**src/rtl/fifo_pkg.sv**
```systemverilog
// Shared constants for the FIFO symbol unpacker: word width, symbol widths, mode encoding.
package fifo_pkg;
  localparam int DATA_W = 8;
  localparam int SYM_W3 = 3;
  localparam int SYM_W4 = 4;

  typedef enum logic {
    MODE_SYM3 = 1'b0,
    MODE_SYM4 = 1'b1
  } mode_e;

  function automatic logic [2:0] sym_width(input mode_e m);
    return (m == MODE_SYM4) ? 3'(SYM_W4) : 3'(SYM_W3);
  endfunction
endpackage

```
**src/rtl/fifo_sym_unpacker_if.sv**
```systemverilog
// FIFO read port plus symbol-sink handshake bundle for fifo_sym_unpacker.
// The flush input only exists when built with UNPACK_FLUSH_EN.
interface fifo_sym_unpacker_if #(
  parameter int DATA_W = fifo_pkg::DATA_W,
  parameter int CNT_W  = 5
);
  logic              bit4;
  logic              fifo_empty;
  logic              fifo_rd;
  logic [DATA_W-1:0] fifo_dout;
  logic [3:0]        sym;
  logic              sym_valid;
  logic              sym_ready;
  logic [CNT_W-1:0]  bits_held;
`ifdef UNPACK_FLUSH_EN
  logic              flush;

  modport slave  (input  bit4, fifo_empty, fifo_dout, sym_ready, flush,
                  output fifo_rd, sym, sym_valid, bits_held);
  modport master (output bit4, fifo_empty, fifo_dout, sym_ready, flush,
                  input  fifo_rd, sym, sym_valid, bits_held);
`else
  modport slave  (input  bit4, fifo_empty, fifo_dout, sym_ready,
                  output fifo_rd, sym, sym_valid, bits_held);
  modport master (output bit4, fifo_empty, fifo_dout, sym_ready,
                  input  fifo_rd, sym, sym_valid, bits_held);
`endif
endinterface

```
**src/rtl/bit_accum.sv**
```systemverilog
// LSB-first bit accumulator: consume shifts right by the symbol width, append inserts a
// word just above the surviving valid bits. Bits above cnt are always kept zero.
module bit_accum #(
  parameter int DATA_W = 8,
  parameter int ACC_W  = 16,
  parameter int CNT_W  = 5
) (
  input  logic              i_clk,
  input  logic              i_rst_n,
  input  logic              i_clr,
  input  logic              i_consume,
  input  logic [CNT_W-1:0]  i_shift,
  input  logic              i_append,
  input  logic [DATA_W-1:0] i_data,
  output logic [3:0]        o_low,
  output logic [CNT_W-1:0]  o_cnt
);
  localparam logic [CNT_W-1:0] L_WORD = CNT_W'(DATA_W);

  logic [ACC_W-1:0] r_acc;
  logic [CNT_W-1:0] r_cnt;
  logic [ACC_W-1:0] w_base;
  logic [ACC_W-1:0] w_ins;
  logic [CNT_W-1:0] w_cnt_base;

  always_comb begin
    w_base     = i_consume ? (r_acc >> i_shift) : r_acc;
    w_cnt_base = i_consume ? (r_cnt - i_shift) : r_cnt;
    // Insert position is the bit count left after any same-cycle consume.
    w_ins      = i_append ? ({{(ACC_W-DATA_W){1'b0}}, i_data} << w_cnt_base) : '0;
  end

  always_ff @(posedge i_clk or negedge i_rst_n) begin
    if (!i_rst_n) begin
      r_acc <= '0;
      r_cnt <= '0;
    end else if (i_clr) begin
      r_acc <= '0;
      r_cnt <= '0;
    end else begin
      r_acc <= w_base | w_ins;
      r_cnt <= w_cnt_base + (i_append ? L_WORD : '0);
    end
  end

  assign o_low = r_acc[3:0];
  assign o_cnt = r_cnt;
endmodule

```
**src/rtl/fifo_sym_unpacker.sv**
```systemverilog
// Pops DATA_W-bit FIFO words and re-emits them LSB-first as 3- or 4-bit symbols (valid/ready).
// Build with UNPACK_FLUSH_EN to allow flushing a zero-padded partial symbol.
module fifo_sym_unpacker #(
  parameter int DATA_W = fifo_pkg::DATA_W,
  parameter int ACC_W  = 16,
  parameter int CNT_W  = 5
) (
  input logic               i_clk,
  input logic               i_rst_n,
  fifo_sym_unpacker_if.slave io
);
  import fifo_pkg::*;

  localparam logic [CNT_W-1:0] L_RD_LIM = CNT_W'(ACC_W - DATA_W);

  mode_e            r_mode;
  logic             r_rd_pend;
  logic [3:0]       w_low;
  logic [CNT_W-1:0] w_cnt;
  logic [CNT_W-1:0] w_w;
  logic             w_full;
  logic             w_flush;
  logic             w_vld;
  logic             w_take;
  logic             w_rd;

  assign w_w    = CNT_W'(sym_width(r_mode));
  assign w_full = (w_cnt >= w_w);

`ifdef UNPACK_FLUSH_EN
  assign w_flush = io.flush && io.fifo_empty && !r_rd_pend && (w_cnt != '0) && !w_full;
`else
  assign w_flush = 1'b0;
`endif

  assign w_vld  = w_full || w_flush;
  assign w_take = w_vld && io.sym_ready;
  // Pop only when a whole word is guaranteed to fit; reset also masks the strobe.
  assign w_rd   = i_rst_n && !io.fifo_empty && !r_rd_pend && (w_cnt <= L_RD_LIM);

  bit_accum #(
    .DATA_W (DATA_W),
    .ACC_W  (ACC_W),
    .CNT_W  (CNT_W)
  ) u_accum (
    .i_clk     (i_clk),
    .i_rst_n   (i_rst_n),
    .i_clr     (w_take && w_flush),
    .i_consume (w_take && !w_flush),
    .i_shift   (w_w),
    .i_append  (r_rd_pend),
    .i_data    (io.fifo_dout),
    .o_low     (w_low),
    .o_cnt     (w_cnt)
  );

  always_ff @(posedge i_clk or negedge i_rst_n) begin
    if (!i_rst_n) begin
      r_mode    <= MODE_SYM3;
      r_rd_pend <= 1'b0;
    end else begin
      r_rd_pend <= w_rd;
      // Width is frozen while a symbol is presented but not yet taken.
      if (!(w_vld && !io.sym_ready))
        r_mode <= mode_e'(io.bit4);
    end
  end

  assign io.fifo_rd   = w_rd;
  assign io.sym_valid = w_vld;
  assign io.sym       = !w_vld ? 4'd0 :
                        (r_mode == MODE_SYM4) ? w_low : {1'b0, w_low[2:0]};
  assign io.bits_held = w_cnt;
endmodule

```
**src/flat_wrapper.sv**
```systemverilog
// flat-port wrapper written by rule: the top's interface ports become plain ports
module fifo_sym_unpacker_flat import fifo_pkg::*;
#(
  parameter int DATA_W = fifo_pkg::DATA_W,
  parameter int ACC_W  = 16,
  parameter int CNT_W  = 5
)
  (i_clk, i_rst_n, io_bit4, io_fifo_empty, io_fifo_dout, io_sym_ready, io_fifo_rd, io_sym, io_sym_valid, io_bits_held);
  fifo_sym_unpacker_if #(.DATA_W(DATA_W), .CNT_W(CNT_W)) io_i ();
  input logic i_clk;
  input logic i_rst_n;
  input wire logic [$bits(io_i.bit4)-1:0] io_bit4;
  input wire logic [$bits(io_i.fifo_empty)-1:0] io_fifo_empty;
  input wire logic [$bits(io_i.fifo_dout)-1:0] io_fifo_dout;
  input wire logic [$bits(io_i.sym_ready)-1:0] io_sym_ready;
  output wire logic [$bits(io_i.fifo_rd)-1:0] io_fifo_rd;
  output wire logic [$bits(io_i.sym)-1:0] io_sym;
  output wire logic [$bits(io_i.sym_valid)-1:0] io_sym_valid;
  output wire logic [$bits(io_i.bits_held)-1:0] io_bits_held;
  assign io_i.bit4 = io_bit4;
  assign io_i.fifo_empty = io_fifo_empty;
  assign io_i.fifo_dout = io_fifo_dout;
  assign io_i.sym_ready = io_sym_ready;
  assign io_fifo_rd = io_i.fifo_rd;
  assign io_sym = io_i.sym;
  assign io_sym_valid = io_i.sym_valid;
  assign io_bits_held = io_i.bits_held;
  fifo_sym_unpacker #(.DATA_W(DATA_W), .ACC_W(ACC_W), .CNT_W(CNT_W)) u_core (.i_clk(i_clk), .i_rst_n(i_rst_n), .io(io_i));
endmodule
```
**config.mk**
```make
export PLATFORM = sky130hd
export DESIGN_NAME = fifo_sym_unpacker_flat
export DESIGN_NICKNAME = d
export VERILOG_FILES = /design/src/rtl/fifo_pkg.sv /design/src/rtl/fifo_sym_unpacker_if.sv /design/src/rtl/bit_accum.sv /design/src/rtl/fifo_sym_unpacker.sv /design/src/flat_wrapper.sv
export SDC_FILE = /design/constraint.sdc
export NUM_CORES = 1
export LEC_CHECK = 0
export ABC_CLOCK_PERIOD_IN_PS = 5100
export BUFFER_PORTS_ARGS = -buffer_cell sky130_fd_sc_hd__buf_2
export CORE_UTILIZATION = 57
export DETAILED_ROUTE_END_ITERATION = 16
export PLACE_DENSITY = 0.89
export SLEW_MARGIN = 20
export SYNTH_ARGS = -nofsm -noshare
export SYNTH_HDL_FRONTEND = slang
export SYNTH_SLANG_ARGS = --single-unit
```
**constraint.sdc**
```tcl
create_clock -name i_clk -period 5.1 [get_ports i_clk]
set_input_delay 0.765 -clock i_clk [delete_from_list [all_inputs] [get_ports i_clk]]
set_output_delay 0.765 -clock i_clk [all_outputs]
set_load 0.05 [all_outputs]
```
; Word-level counts from Yosys, hierarchy flattened
; Cells that the tools add are included.
[totals]
output_inout_bits = 11
ramBits = 0
word_cells = 26
mem_count = 0
in_bits = 13
rom_bits = 0
latchBits = 0
regBits = 23
[classes]
n_div = 0
n_shift = 2
magnitude_cmp = 2
multipliers = 0
addsub = 2
eq_ne = 0
reduce_logical = 8
n_mux = 7
bitwise = 1
[op_table]
columns = operator, count
row1 = $mux W16, 2
row2 = $or A16 B16 Y16, 1
row3 = $shl A8 B5 Y16, 1
row4 = $shr A16 B3 Y16, 1
row5 = $mux W4, 3
row6 = $add A5 B4 Y5, 1
row7 = $ge A5 B3 Y1, 1
row8 = $le A5 B4 Y1 const B, 1
row9 = $logic_and A1 B1 Y1, 5
row10 = $mux W5, 1
row11 = $sub A5 B3 Y5, 1
row12 = $logic_not A1 Y1, 3
row13 = $mux W3, 1

; Longest topological paths before layout
[logic_depth]
word_depth = 7
mapped_depth = 14
ltp_nobuf = 11

; Modules after synthesis
; From an unflattened synthesis, not the netlist that was laid out.
[hier_totals]
cells_unflattened = 297
hier_area_um2 = 2549.9
[modules_own_cells]
columns = mod, cells_each, area_each_um2, seq_area_each_um2, n_inst
row1 = bit_accum, 273, 2328.5, 525.5, 1
row2 = fifo_sym_unpacker, 24, 221.5, 50.0, 1

; Least setup slack after synthesis
; No wires, ideal clock.
[synth_timing]
path_kind = register -> register
from = register u_core.r_mode
to = register u_core.u_accum.r_acc[7]
setup_ns = 0.126
synth_period_minus_slack_ns = 3.549
arrival_time_ns = 3.423
t_required_ns = 4.974
n_path_buf = 3
slack_ns = 1.551
stages_incl_launch_ff = 15
cell_sequence = dfrtp_1 > clkbuf_1 > buf_1 > inv_1 > ha_1 > nand3_1 > nand2_1 > o21ai_4 > mux2_4 > inv_2 > buf_6 > mux2i_1 > mux2i_1 > mux2_2 > a221o_1
[synth_between]
elab_chain_len = 7
elab_cells_between_ends = 10
classes_between = add/sub (1) / order compare (1) / shift (2) / mux (4) / bitwise (1) / reduce/logical (1)
[synth_rtl]
columns = item, line_no
row1 = from (decl), fifo_sym_unpacker.sv:16  ; mode_e r_mode;
row2 = from (signal assigned), fifo_sym_unpacker.sv:65  ; r_mode <= mode_e'(io.bit4);
row3 = $mux W3 (*), fifo_pkg.sv:13  ; return (m == MODE_SYM4) ? 3'(SYM_W4) : 3'(SYM_W3);
row4 = $ge A5 B3 Y1, fifo_sym_unpacker.sv:28  ; assign w_full = (w_cnt >= w_w);
row5 = $logic_and A1 B1 Y1, fifo_sym_unpacker.sv:37  ; assign w_take = w_vld && io.sym_ready;
row6 = $mux W5 (*), bit_accum.sv:28  ; w_cnt_base = i_consume ? (r_cnt - i_shift) : r_cnt;
row7 = named net u_core.u_accum.w_cnt_base[1], bit_accum.sv:24  ; logic [CNT_W-1:0] w_cnt_base;
row8 = $shl A8 B5 Y16 (*), bit_accum.sv:30  ; w_ins = i_append ? ({{(ACC_W-DATA_W){1'b0}}, i_data} << w_cnt_base) : '0;
row9 = $mux W16 (*), bit_accum.sv:30
row10 = $or A16 B16 Y16 (*), bit_accum.sv:41  ; r_acc <= w_base | w_ins;
row11 = to (signal assigned), bit_accum.sv:41
row12 = to (decl), bit_accum.sv:20  ; logic [ACC_W-1:0] r_acc;
; Mark *: on every way through the listed nets, which the timed path passes. The rest lies on a longest branch.
; A chain may end at the register's enable or synchronous reset.

; Worst setup path after layout
[layout_timing]
from = register u_core.u_accum.r_cnt[1], in the netlist u_core.u_accum.o_cnt[1]
to = register u_core.u_accum.r_acc[7]
[layout_between]
elab_chain_len = 6
elab_cells_between_ends = 8
classes_between = add/sub (1) / order compare (1) / shift (1) / mux (3) / bitwise (1) / reduce/logical (1)
[layout_rtl]
columns = item, line_no
row1 = from (decl), bit_accum.sv:21  ; logic [CNT_W-1:0] r_cnt;
row2 = from (signal assigned), bit_accum.sv:42  ; r_cnt <= w_cnt_base + (i_append ? L_WORD : '0);
row3 = $ge A5 B3 Y1, fifo_sym_unpacker.sv:28
row4 = $logic_and A1 B1 Y1, fifo_sym_unpacker.sv:37
row5 = $mux W5, bit_accum.sv:28
row6 = $shl A8 B5 Y16, bit_accum.sv:30
row7 = $mux W16, bit_accum.sv:30
row8 = $or A16 B16 Y16 (*), bit_accum.sv:41
; Every way passes the cells marked *; elsewhere a longest branch is shown, timed or not.

==> flow_summary.toml <==
[clock_tree]
clock-sinks = 23
clk_path_buf_depth = 2
hold_buffers = 0
cts-root-buf = "clkbuf_4"
clock_latency_ns = 0.33
htree_num_levels = 1
numCtsBuffers = 3
post_cts.repair.setup_buffers = 0
cts_tree = "built"
ctsResizeCount = 0
clk_pin_slew_ns = 0.14

[cells_and_area]
nNetsFinal = 214
area_delta_synth_final_pct = 10.3
drive_gt1_frac = 0.200
num_antenna_cells = 0

[critical_path]
cpMostUsedCell = "mux2i_1"
cp_data_required_time_ns = 5.33
path_class = "reg2reg"
cpPeakStageDelay_ns = 0.44
slowest_stage = "dfrtp_1"
cp-start-kind = "flop"
cp.arrival_ns = 3.67
cp-end-kind = "flop"
cp_cell_sequence = "ha_1 > nor2b_1 > o21a_1 > o21ai_4 > buf_4 > mux2_4 > inv_2 > mux2i_1 > mux2i_1 > mux2_2 > a221o_1"
cp_max_fo = 33

[drt]
via_per_inst = 6.80
vias = 1537
drt-wirelength-per-cell_um = 18.0
drtIter0Drc = 197
drt_drc_violations_left = 0
antenna_left = 0
route.met2.wl_mm = 1.93
dr.max_layer_used = "met4"
firstDrtPassIters = 5
route.met3.wl_um = 335
wl_mm = 4.07
wl_met1_mm = 1.64

[global_routing]
grt_pass1_vias = 1444
grt_antenna_before_repair = 0
grt_pass1_wl_mm = 6.99
grt_max_degree = 34
grt.overflow.total = 0
grt_usage = 0.286

[floorplan]
die_area_sq_um = 3090
row_count = 19
core_region_area_sq_um = 2730
start_util = 0.599
dieWidth_um = 55.6
ioPinCount = 24
die_y_um = 55.6

[yosys]
synthArstFlopShare = 1.00
synth_area_sq_um = 1640
synth_nets = 190
synthTopCellsByCount = "28 x mux2i_1, 23 x dfrtp_1, 19 x nand2_1"
yosys.area_share.simple = 0.159
yosysUniqueCellTypes = 41
synth.yosys.seq_area_share = 0.352
synthMuxAreaShare = 0.194
ys_warn_count = 0
synthXorXnorAreaFrac = 0.0161
synth_compound_area_frac = 0.195
synth.ff_latch_count = 23
syn_inst = 172
synth_top_flop_cell = "dfrtp_1"
synth_top_cell_by_area = "dfrtp_1"
synthDominantCellAreaShare = 0.352
synthAdderAreaFrac = 0.0428
synth_edf_count = 0
synth.most_common_cell = "mux2i_1"
syn_avg_cell_area_sq_um = 9.51
synth_area_leaders = "dfrtp_1 35%, mux2i_1 17%, nand2_1 4.4%"
synth_top_family_by_area = "compound AO/OA/AOI/OAI gates"

[hold_path]
hold_class = "in2async"

[timing]
tightest_slew_ns = 0.551
grt_setup_unrepaired = "no"
post-route-min-period_ns = 3.44
finalHoldViolCount = 0
period_share = 0.675
setup_viol = 0
slew_viol_final = 0
clock.fmax_ghz = 0.291
tns_ns = 0
skew_ns = 0.00283
timing.slew.headroom = 0.633

[flow_run]
cap_violations = 0

[placement]
gp_congestion = 1.03
io_buffers = 23
hpwl_mm = 3.00

[outcome]
status = "completed"
==> flip-flops by register name, summed over array words and instances (netlist names) <==
register	cells
u_core.r_mode	1
u_core.r_rd_pend	1
u_core.u_accum.o_cnt	5
u_core.u_accum.r_acc	16
==> per-layer routing <==
layer / track usage / up-vias
li1: - / 681
met3: 0.0488 / 25
met5: 0 / -
met1: 0.382 / 732
met2: 0.456 / 99
met4: 0.129 / 0
==> area by class of cell <==
type / count / area [sq um]
Multi-Input combinational cell: 133 / 993
Inverter: 10 / 37.5
Timing Repair Buffer: 25 / 130
Sequential cell: 23 / 576
Fill cell: 226 / 928
Clock buffer: 3 / 22.5
Tap cell: 31 / 38.8
Clock inverter: 1 / 7.51
==> worst max-delay path, delay by kind of cell (launching register included) <==
| kind | cells | cell delay [ns] |
|---|---|---|
| multiplexers | 4 | 1.18 |
| AO/OA/AOI/OAI | 3 | 0.70 |
| buffers and inverters | 2 | 0.54 |
| flip-flops | 1 | 0.44 |
| adder cells (fa/ha/maj) | 1 | 0.33 |
| AND/OR/NAND/NOR | 1 | 0.16 |
==> cells in the final DEF, fill, tap and decap left out, types with 4 or more instances in the layout <==
cell type,count
a21oi_1,4
a221o_1,7
and2_1,4
buf_2,23
dfrtp_1,23
ha_1,4
inv_1,7
mux2i_1,28
nand2_1,19
nand3_1,4
nor2_1,14
o21ai_0,8
o221ai_1,5
==> path summary, 6_finish.rpt <==
kind                                          from                 endpoint  slack, ns  depth (start not counted)
setup / recovery           u_core.u_accum.o_cnt[1]  u_core.u_accum.r_acc[7]       1.66                         11
hold / removal                             i_rst_n  u_core.u_accum.r_acc[1]       0.39                          1
setup reg to reg           u_core.u_accum.o_cnt[1]  u_core.u_accum.r_acc[7]       1.66                         11
hold reg to reg            u_core.u_accum.r_acc[0]  u_core.u_accum.r_acc[0]       0.50                          2
max in group asynchronous                  i_rst_n  u_core.u_accum.r_acc[8]       4.36                          1
min in group i_clk         u_core.u_accum.r_acc[0]  u_core.u_accum.r_acc[0]       0.50                          2
==> metrics by stage <==
stage	cells	hold WS [ns]	setup WS, ns	instance area (sq um)	utilization
final	226	0.389	1.66	1810	0.660
after global routing	226	0.411	1.47	1810	0.660
after CTS	226	0.404	1.72	1810	0.660
after detailed placement	222	0.474	1.73	1780	0.649
after global placement	222	0.467	1.90	1780	0.649
after floorplan	172	0.448	1.55	1640	-
==> cells by family after synthesis <==
kind of cell             after synthesis
AO/OA/AOI/OAI                         40
multiplexers                          31
flip-flops                            23
XOR/XNOR                               3
AND/OR/NAND/NOR                       54
adder cells (fa/ha/maj)                5
buffers and inverters                 16
Power is left out: the tool's default activity adds up to more than one toggle a clock period on the data nets, which glitch-free logic cannot reach.
